$ cat config.mk
export PLATFORM = sky130hd
export DESIGN_NAME = usb_host_xfer
export DESIGN_NICKNAME = d
export VERILOG_FILES = /design/src/rtl/usb_host_xfer_pkg.sv /design/src/rtl/usb_host_xfer_timer.sv /design/src/rtl/usb_host_xfer.sv
export SDC_FILE = /design/constraint.sdc
export NUM_CORES = 1
export LEC_CHECK = 0
export CAP_MARGIN = 20
export CORE_MARGIN = 1
export CORE_UTILIZATION = 46
export DETAILED_ROUTE_END_ITERATION = 12
export GPL_TIMING_DRIVEN = 0
export PLACE_DENSITY = 0.8
export REMOVE_ABC_BUFFERS = 1
export SLEW_MARGIN = 20
export SYNTH_ARGS = -nofsm -noshare
export SYNTH_HDL_FRONTEND = slang
export SYNTH_SLANG_ARGS = --single-unit
$ cat constraint.sdc
create_clock -name clock -period 2.4 [get_ports clock]
set_input_delay 0.48 -clock clock [delete_from_list [all_inputs] [get_ports clock]]
set_output_delay 0.48 -clock clock [all_outputs]
set_load 0.005 [all_outputs]
$ cat src/rtl/usb_host_xfer_pkg.sv
// Shared encodings for the host transaction initiator: token/data/handshake PIDs,
// response codes and FSM states.
package usb_host_xfer_pkg;

  localparam logic [1:0] PidOut      = 2'b00;
  localparam logic [1:0] PidReserved = 2'b01;
  localparam logic [1:0] PidIn       = 2'b10;
  localparam logic [1:0] PidSetup    = 2'b11;

  localparam logic [1:0] PidData0 = 2'b00;
  localparam logic [1:0] PidData1 = 2'b10;

  localparam logic [1:0] HskAck   = 2'b00;
  localparam logic [1:0] HskNyet  = 2'b01;
  localparam logic [1:0] HskNak   = 2'b10;
  localparam logic [1:0] HskStall = 2'b11;

  typedef enum logic [2:0] {
    RspAck     = 3'd0,
    RspNak     = 3'd1,
    RspStall   = 3'd2,
    RspNyet    = 3'd3,
    RspTimeout = 3'd4,
    RspCrcErr  = 3'd5,
    RspDataSeq = 3'd6,
    RspBadCmd  = 3'd7
  } rsp_code_e;

  typedef enum logic [2:0] {
    StIdle,
    StToken,
    StDataTx,
    StWaitHsk,
    StWaitData,
    StRxData,
    StSendAck,
    StResp
  } xfer_state_e;

  function automatic rsp_code_e hsk_to_rsp(logic [1:0] pid);
    rsp_code_e code;
    unique case (pid)
      HskAck:   code = RspAck;
      HskNak:   code = RspNak;
      HskStall: code = RspStall;
      default:  code = RspNyet;
    endcase
    return code;
  endfunction

endpackage

$ cat src/rtl/usb_host_xfer_timer.sv
// Turnaround timer: cleared at the end of our own packet, counts waiting cycles.
module usb_host_xfer_timer #(
  parameter int unsigned TIMEOUT = 480,
  parameter int unsigned TBITS   = 9
) (
  input  logic clk_i,
  input  logic rst_ni,
  input  logic clr_i,
  input  logic en_i,
  output logic expired_o
);

  logic [TBITS-1:0] cnt_q;

  // Fires on the TIMEOUT-th waiting cycle so RESP lands TIMEOUT cycles after the packet end.
  assign expired_o = (cnt_q == TBITS'(TIMEOUT - 1));

  always_ff @(posedge clk_i) begin
    if (!rst_ni) begin
      cnt_q <= '0;
    end else if (clr_i) begin
      cnt_q <= '0;
    end else if (en_i && !expired_o) begin
      cnt_q <= cnt_q + 1'b1;
    end
  end

endmodule

$ cat src/rtl/usb_host_xfer.sv
// Host-side USB transaction initiator: issues token, data and ACK requests to the encoder,
// watches decoder replies with a turnaround timeout and returns one response per command.
module usb_host_xfer
  import usb_host_xfer_pkg::*;
#(
  parameter int unsigned TIMEOUT = 480,
  parameter int unsigned TBITS   = 9,
  parameter int unsigned LBITS   = 11
) (
  input  logic             clock,
  input  logic             reset,
  input  logic             cmd_valid_i,
  output logic             cmd_ready_o,
  input  logic [1:0]       cmd_type_i,
  input  logic [6:0]       cmd_addr_i,
  input  logic [3:0]       cmd_endp_i,
  input  logic             cmd_toggle_i,
  output logic             rsp_valid_o,
  output logic [2:0]       rsp_code_o,
  output logic [LBITS-1:0] rsp_len_o,
  output logic             tok_send_o,
  input  logic             tok_done_i,
  output logic [1:0]       tok_type_o,
  output logic [15:0]      tok_data_o,
  output logic             trn_tsend_o,
  output logic [1:0]       trn_ttype_o,
  input  logic             trn_tdone_i,
  output logic             hsk_send_o,
  output logic [1:0]       hsk_type_o,
  input  logic             hsk_done_i,
  input  logic             hsk_recv_i,
  input  logic [1:0]       hsk_rtype_i,
  input  logic             dat_recv_i,
  input  logic [1:0]       dat_rtype_i,
  input  logic             crc_err_i,
  input  logic             s_tvalid,
  output logic             s_tready,
  input  logic             s_tlast,
  input  logic [7:0]       s_tdata,
  output logic             e_tvalid,
  input  logic             e_tready,
  output logic             e_tlast,
  output logic [7:0]       e_tdata,
  input  logic             d_tvalid,
  output logic             d_tready,
  input  logic             d_tlast,
  input  logic [7:0]       d_tdata,
  output logic             m_tvalid,
  input  logic             m_tready,
  output logic             m_tlast,
  output logic [7:0]       m_tdata
);

  xfer_state_e      state_q, state_d;
  logic [1:0]       type_q, type_d;
  logic [6:0]       addr_q, addr_d;
  logic [3:0]       endp_q, endp_d;
  logic             toggle_q, toggle_d;
  logic [LBITS-1:0] cnt_q, cnt_d, cnt_inc;
  rsp_code_e        rsp_code_q, rsp_code_d;
  logic [LBITS-1:0] rsp_len_q, rsp_len_d;
  logic             seq_ok_q, seq_ok_d;
  logic             crc_seen_q, crc_seen_d;
  logic             tx_first_q, tx_first_d;
  logic             rx_done_q, rx_done_d;
  logic             timer_clr, timer_en, timer_expired;
  logic [1:0]       data_pid;

  usb_host_xfer_timer #(
    .TIMEOUT(TIMEOUT),
    .TBITS  (TBITS)
  ) u_timer (
    .clk_i    (clock),
    .rst_ni   (reset),
    .clr_i    (timer_clr),
    .en_i     (timer_en),
    .expired_o(timer_expired)
  );

  assign cnt_inc     = (&cnt_q) ? cnt_q : cnt_q + 1'b1;
  assign data_pid    = toggle_q ? PidData1 : PidData0;
  assign tok_type_o  = type_q;
  assign tok_data_o  = {5'b0, endp_q, addr_q};
  assign trn_ttype_o = data_pid;
  assign hsk_type_o  = HskAck;
  assign e_tdata     = s_tdata;
  assign e_tlast     = s_tlast;
  assign m_tdata     = d_tdata;
  assign m_tlast     = d_tlast;
  assign rsp_code_o  = rsp_code_q;
  assign rsp_len_o   = rsp_len_q;

  always_comb begin
    state_d     = state_q;
    type_d      = type_q;
    addr_d      = addr_q;
    endp_d      = endp_q;
    toggle_d    = toggle_q;
    cnt_d       = cnt_q;
    rsp_code_d  = rsp_code_q;
    rsp_len_d   = rsp_len_q;
    seq_ok_d    = seq_ok_q;
    crc_seen_d  = crc_seen_q;
    tx_first_d  = 1'b0;
    rx_done_d   = rx_done_q;
    cmd_ready_o = 1'b0;
    rsp_valid_o = 1'b0;
    tok_send_o  = 1'b0;
    trn_tsend_o = 1'b0;
    hsk_send_o  = 1'b0;
    s_tready    = 1'b0;
    e_tvalid    = 1'b0;
    d_tready    = 1'b0;
    m_tvalid    = 1'b0;
    timer_clr   = 1'b0;
    timer_en    = 1'b0;

    unique case (state_q)
      StIdle: begin
        // Gated by reset so the handshake stays low while reset is held.
        cmd_ready_o = reset;
        if (cmd_valid_i && cmd_ready_o) begin
          type_d     = cmd_type_i;
          addr_d     = cmd_addr_i;
          endp_d     = cmd_endp_i;
          toggle_d   = (cmd_type_i == PidSetup) ? 1'b0 : cmd_toggle_i;
          cnt_d      = '0;
          crc_seen_d = 1'b0;
          rx_done_d  = 1'b0;
          if (cmd_type_i == PidReserved) begin
            rsp_code_d = RspBadCmd;
            state_d    = StResp;
          end else begin
            state_d = StToken;
          end
        end
      end
      StToken: begin
        tok_send_o = 1'b1;
        if (tok_done_i) begin
          if (type_q == PidIn) begin
            timer_clr = 1'b1;
            state_d   = StWaitData;
          end else begin
            tx_first_d = 1'b1;
            state_d    = StDataTx;
          end
        end
      end
      StDataTx: begin
        trn_tsend_o = tx_first_q;
        e_tvalid    = s_tvalid;
        s_tready    = e_tready;
        if (s_tvalid && e_tready) cnt_d = cnt_inc;
        if (trn_tdone_i) begin
          timer_clr = 1'b1;
          state_d   = StWaitHsk;
        end
      end
      StWaitHsk: begin
        timer_en = 1'b1;
        if (hsk_recv_i) begin
          rsp_code_d = hsk_to_rsp(hsk_rtype_i);
          state_d    = StResp;
        end else if (timer_expired) begin
          rsp_code_d = RspTimeout;
          state_d    = StResp;
        end
      end
      StWaitData: begin
        timer_en = 1'b1;
        if (hsk_recv_i) begin
          // Only NAK/STALL are legal answers to IN; anything else is a protocol error.
          if (hsk_rtype_i == HskNak || hsk_rtype_i == HskStall) begin
            rsp_code_d = hsk_to_rsp(hsk_rtype_i);
          end else begin
            rsp_code_d = RspTimeout;
          end
          state_d = StResp;
        end else if (dat_recv_i) begin
          seq_ok_d   = (dat_rtype_i == data_pid);
          crc_seen_d = 1'b0;
          rx_done_d  = 1'b0;
          state_d    = StRxData;
        end else if (timer_expired) begin
          rsp_code_d = RspTimeout;
          state_d    = StResp;
        end
      end
      StRxData: begin
        if (!rx_done_q) begin
          m_tvalid = d_tvalid;
          d_tready = m_tready;
          if (crc_err_i) crc_seen_d = 1'b1;
          if (d_tvalid && m_tready) begin
            cnt_d = cnt_inc;
            if (d_tlast) begin
              if (crc_seen_q || crc_err_i) begin
                rsp_code_d = RspCrcErr;
                state_d    = StResp;
              end else begin
                rx_done_d = 1'b1;
              end
            end
          end
        end else begin
          // One-cycle grace after tlast for a late CRC verdict from the decoder.
          if (crc_err_i) begin
            rsp_code_d = RspCrcErr;
            state_d    = StResp;
          end else begin
            state_d = StSendAck;
          end
        end
      end
      StSendAck: begin
        hsk_send_o = 1'b1;
        if (hsk_done_i) begin
          rsp_code_d = seq_ok_q ? RspAck : RspDataSeq;
          state_d    = StResp;
        end
      end
      StResp: begin
        rsp_valid_o = 1'b1;
        state_d     = StIdle;
      end
      default: state_d = StIdle;
    endcase

    if (state_d == StResp && state_q != StResp) rsp_len_d = cnt_d;
  end

  always_ff @(posedge clock) begin
    if (!reset) begin
      state_q    <= StIdle;
      type_q     <= '0;
      addr_q     <= '0;
      endp_q     <= '0;
      toggle_q   <= 1'b0;
      cnt_q      <= '0;
      rsp_code_q <= RspAck;
      rsp_len_q  <= '0;
      seq_ok_q   <= 1'b0;
      crc_seen_q <= 1'b0;
      tx_first_q <= 1'b0;
      rx_done_q  <= 1'b0;
    end else begin
      state_q    <= state_d;
      type_q     <= type_d;
      addr_q     <= addr_d;
      endp_q     <= endp_d;
      toggle_q   <= toggle_d;
      cnt_q      <= cnt_d;
      rsp_code_q <= rsp_code_d;
      rsp_len_q  <= rsp_len_d;
      seq_ok_q   <= seq_ok_d;
      crc_seen_q <= crc_seen_d;
      tx_first_q <= tx_first_d;
      rx_done_q  <= rx_done_d;
    end
  end

endmodule

==> Word-level counts from Yosys, hierarchy flattened <==
Index checks and enable logic that the tools add are counted.
{ "word_totals": {"reg_bits": 55, "latchBits": 0, "ram_bits": 0, "rom_bits": 0, "input_bits": 49, "mem_count": 0} }
{ "classes": {"add_sub_neg": 2, "n_mul": 0, "div_mod_pow": 0, "magnitude_cmp": 0, "eq_ne": 28, "n_shift": 0, "mux": 68, "bitwise": 2, "n_reduce_logical": 21} }
{ "op_table": {"columns": ["op", "count"], "rows": [
  ["$mux 3", 28],
  ["$mux 11", 5],
  ["$pmux 11 s3", 1],
  ["$mux 1", 27],
  ["$pmux 3 s8", 1],
  ["$ne 3x3->1 const B", 6],
  ["$eq 3x3->1 const B", 5],
  ["$pmux 3 s5", 1],
  ["$ne 2x2->1 const B", 7],
  ["$add 11x1->11 const B", 1],
  ["$reduce_and 11->1", 1],
  ["$add 9x1->9 const B", 1],
  ["$eq 9x9->1 const B", 1],
  ["$reduce_and 9->1", 1],
  ["$eq 2x2->1 const B", 4],
  ["$eq 3x2->1 const B", 2],
  ["$pmux 1 s3", 2],
  ["$pmux 2 s3", 1],
  ["$reduce_and 3->1", 2],
  ["$reduce_and 6->1", 1],
  ["$logic_and 1x1->1", 5],
  ["$reduce_bool 5->1", 1],
  ["$reduce_and 4->1", 1],
  ["$reduce_or 2->1", 2],
  ["12 further kinds", 14]
]} }

==> Logic depth before layout (Yosys ltp) <==
{ "logic_depth": {"ltp_word": 8, "mapped_depth": 8} }

==> Hierarchy <==
Synthesis repeated with hierarchy kept, for this count alone.
{ "hier_totals": {"cells_unflattened": 417, "area_unflattened_um2": 3342.0} }
{ "modules_own_cells": {"columns": ["module", "instances", "cells_per_inst", "area_each_um2"], "rows": [
  ["usb_host_xfer", 1, 366, 2880.3],
  ["usb_host_xfer_timer", 1, 51, 461.7]
]} }

==> Least setup slack after synthesis <==
Ideal clock, no wire load.
{ "synth_path": {"path_type": "reg2reg", "startpoint": "reg cnt_q[0]", "endpoint": "reg rsp_len_q[3], in the netlist rsp_len_o[3]", "arrival_ns": 1.765, "required_time_ns": 2.266, "setup_slack_ns": 0.501, "path_stages_with_launch": 9, "path_cell_list": "dfxtp_1 > ha_1 > and3_1 > clkbuf_1 > a31oi_2 > nand2_1 > and3_1 > a2111oi_2 > a211oi_1"} }
{ "synth_between": {"elab_chain_len": 5} }
{ "synth_rtl": {"columns": ["element", "line_no", "rtl"], "rows": [
  ["from (decl)", "usb_host_xfer.sv:59", "logic [LBITS-1:0] cnt_q, cnt_d, cnt_inc;"],
  ["from (signal assigned)", "usb_host_xfer.sv:253", "cnt_q <= cnt_d;"],
  ["$add 11x1->11 / $reduce_and 11->1 (equally long branches)", "usb_host_xfer.sv:80", "assign cnt_inc = (&cnt_q) ? cnt_q : cnt_q + 1'b1;"],
  ["$mux 11 (*)", "usb_host_xfer.sv:80", null],
  ["$mux 11", "usb_host_xfer.sv:195", "if (d_tvalid && m_tready) begin"],
  ["$mux 11", "usb_host_xfer.sv:191", "if (!rx_done_q) begin"],
  ["$pmux 11 s3 (*)", "usb_host_xfer.sv:118", "unique case (state_q)"],
  ["to (signal assigned)", "usb_host_xfer.sv:255", "rsp_len_q <= rsp_len_d;"],
  ["to (decl)", "usb_host_xfer.sv:61", "logic [LBITS-1:0] rsp_len_q, rsp_len_d;"]
]} }
Every way passes the cells marked *; elsewhere a longest branch is shown, timed or not.
A chain may end at the register's enable or synchronous reset.

==> Worst setup path in the final report <==
{ "layout_path": {"startpoint": "reg state_q[1]", "endpoint": "out m_tvalid"} }
{ "layout_between": {"elab_chain_len": 2} }
{ "layout_rtl": {"columns": ["element", "line_no", "rtl"], "rows": [
  ["from (decl)", "usb_host_xfer.sv:54", "xfer_state_e state_q, state_d;"],
  ["from (signal assigned)", "usb_host_xfer.sv:235", "state_q <= StIdle;"],
  ["from (signal assigned)", "usb_host_xfer.sv:248", "state_q <= state_d;"],
  ["$eq 3x3->1", "usb_host_xfer.sv:118", null],
  ["$mux 1", "usb_host_xfer.sv:118", null],
  ["to (decl)", "usb_host_xfer.sv:48", "output logic m_tvalid,"]
]} }
Every way passes these cells.

==> flow_summary.ini <==
[status]
outcome = complete, no violations

[grt]
grt_pass1_wl_um = 14300
grtUsageTotal_pct = 23.6
grt_overflow = 0
antenna_found_initial = 0
grt_max_degree = 33
grt_pass1_vias = 2884

[timing]
setup_ws_ns = 0.0902
finClkSkew_ns = 0.00937
tightestPinTransition_ns = 0.925
rsz0062_at_grt = false
setup_viol = 0
period_share_pct = 96.2
hold_viol = 0
max_freq_mhz = 433
period_needed_ns = 2.31
maxSlewHeadroom_pct = 38.2
final_max_slew_viol_count = 0

[placement]
place_congestion = 0.948
port_buffers = 69
dpl_worst_slack_ns = -0.474
dpl.hpwl_um = 6250

[logic_synthesis]
ys.flop_type = dfxtp_1
synth_area_leaders = dfxtp_1 (33%), nand2_1 (6.5%), buf_4 (6.0%)
synth_area_mm2 = 0.00335
ys_ff_latch = 55
yosysTopAreaCell = dfxtp_1
avgSynthCellArea_um2 = 7.72
ys_async_sr_fraction_pct = 0
yosysWarnings = 0
synth_edf_count = 0
synth_top_area_share_pct = 32.9
synth.most_common_cell = nand2_1
seq_area_frac_synth_pct = 32.9
ys_top_cells_by_count = nand2_1 (58), dfxtp_1 (55), o21ai_0 (37)
yosysUniqueCellTypes = 66
synth_cells = 434

[detailed_routing]
firstDrtPassIters = 5
wl_per_cell_um = 16.0
wl_um = 9040
postRouteAntennaNets = 0
vias = 3296
drc = 0
drt-initial-drc-count = 360
routed_via_density = 5.82

[clocking]
h-tree-depth = 2
cts_buffer_depth = 2
ctsRootBufferMaster = clkbuf_8
clk_latency_ns = 0.31
tritoncts = yes
cts_made_buffers = 5
cts.sinks = 55
clkTransAtPathRegs_ns = 0.10
cts_hold_buf = 0

[floorplanning]
coreArea_mm2 = 0.00691
start_util_pct = 48.5
pin_count = 112
dieArea_mm2 = 0.00763
die_height_um = 87.3
fp.dieW_um = 87.3
rows = 30

[pwr]
pwr_density_cell_mw_per_mm2 = 549
total_power_mw = 2.22
vdd_drop_max_v = 0.000329
p_leak_nw = 1.52

[worst_hold_path]
hold_depth = 2
hp-class = reg -> reg

[setup_path]
ff2ff_path_depth = 7
critical_path_buf_inv_count = 1
rr_startpoint = u_timer.cnt_q[0]
rr_endpoint = rsp_len_o[1]
worstSetupStartpointType = register
endpoint_kind = output port
r2r_setup_slack_ns = 0.21
crit_fanout = 25
critPathArrivalTime_ns = 1.83
slowest_stage = clkdlybuf4s50_1
worst_path_largest_cell_delay_ns = 0.49
endpoint = m_tvalid
required_ns = 1.92
cp.depth = 4
cp_cell_sequence = nand3b_4 -> nor2_1 -> and2_1 -> clkdlybuf4s50_1
critPathKind = reg -> out
critical_path.top_delay_family = simple AND/OR/NAND/NOR gates
cp-startpoint = state_q[1]

[cells_and_area]
nets = 525
layout-drive-gt1-share_pct = 6.81
utilization_pct = 58.4
area.growth.synth_to_final_pct = 20.4
antenna_cells = 0

[run]
maxCapViolations = 0
[registers in the layout, summed over array words and instances (netlist names)]
| name | count |
|---|---|
| addr_q | 7 |
| cnt_q | 11 |
| endp_q | 4 |
| crc_seen_q | 1 |
| u_timer.cnt_q | 9 |
| rsp_code_o | 3 |
| tx_first_q | 1 |
| rx_done_q | 1 |
| rsp_len_o | 11 |
| state_q | 3 |
| toggle_q | 1 |
| tok_type_o | 2 |
| seq_ok_q | 1 |
[metal layers]
layer  up-vias  routed length (um)  track usage (%)
met1      1529                3980             32.9
met3        11                 940             6.54
met5         -                   0                0
met4         0                 104             5.07
met2       183                4020             36.2
li1       1573                   -                -
[placed cells by master (no fill, tap or decap), drive strengths merged, types with 6 or more instances in the layout]
cell,netlist,final
a21o,7,7
a21oi,33,33
a31oi,6,6
and2,10,10
and3,12,12
clkbuf,16,7
clkdlybuf4s50,0,68
conb,1,8
dfxtp,55,55
ha,7,7
inv,9,8
nand2,58,58
nand3,11,11
nand4,8,8
nor2,34,34
nor3,11,11
nor4,6,6
o21ai,38,38
xor2,6,6
[power by group]
group | leakage, nW | switching [mW] | internal (mW)
Sequential | 0.448 | 0.0742 | 0.973
Combinational | 1.02 | 0.325 | 0.292
Clock | 0.0474 | 0.315 | 0.236
Total | 1.52 | 0.714 | 1.50
[tightest hold or removal path, delay by kind of cell (launching register included)]
kind	cells	cell delay, ns
simple gates	1	0.05
flops	1	0.32
compound gates	1	0.05
[what timing repair did]
item | 4_1_cts | 5_1_grt
gates resized for setup | 8 | 2
gates cloned | 1 | 0
setup buffers | 1 | 3
endpoints found under the setup margin | 22 | 10
pin swaps | 0 | 1
[worst min-delay path by stage]
stage	slack (ns)	end	startpoint
final	0.46	addr_q[0]	addr_q[0]
after global routing	0.48	addr_q[0]	addr_q[0]
after CTS	0.47	addr_q[4]	addr_q[4]
after detailed placement	0.45	addr_q[4]	addr_q[4]
after global placement	0.44	addr_q[1]	addr_q[1]
after floorplan	0.45	addr_q[0]	addr_q[0]
[final cells by class]
type | instances | area (um2)
clock buffer | 6 | 82.6
clock inverter | 2 | 16.3
timing repair buffer | 73 | 724
timing repair inverter | 1 | 5.00
multi-input combinational | 324 | 1930
fill | 649 | 2870
tap | 96 | 120
inverter | 9 | 37.5
sequential | 55 | 1110
[through the flow]
stage	area, um2	cells	hold slack, ns	setup TNS (ns)
final	4030	566	0.462	0
after global routing	4030	566	0.482	0
after floorplan	3050	388	0.452	0
after CTS	4000	563	0.466	0
after detailed placement	3860	553	0.452	-2.58
after global placement	3860	553	0.443	-39.12
[cell families after synthesis]
logic type,share of synthesized area (%)
AND/OR/NAND/NOR,27.6
AO/OA/AOI/OAI,22.5
buffers and inverters,10.7
flip-flops,32.9
XOR/XNOR,2.35
adder cells (fa/ha/maj),2.61
multiplexers,1.19
other,0.112
No activity file was read; power rests on OpenSTA's default activity.
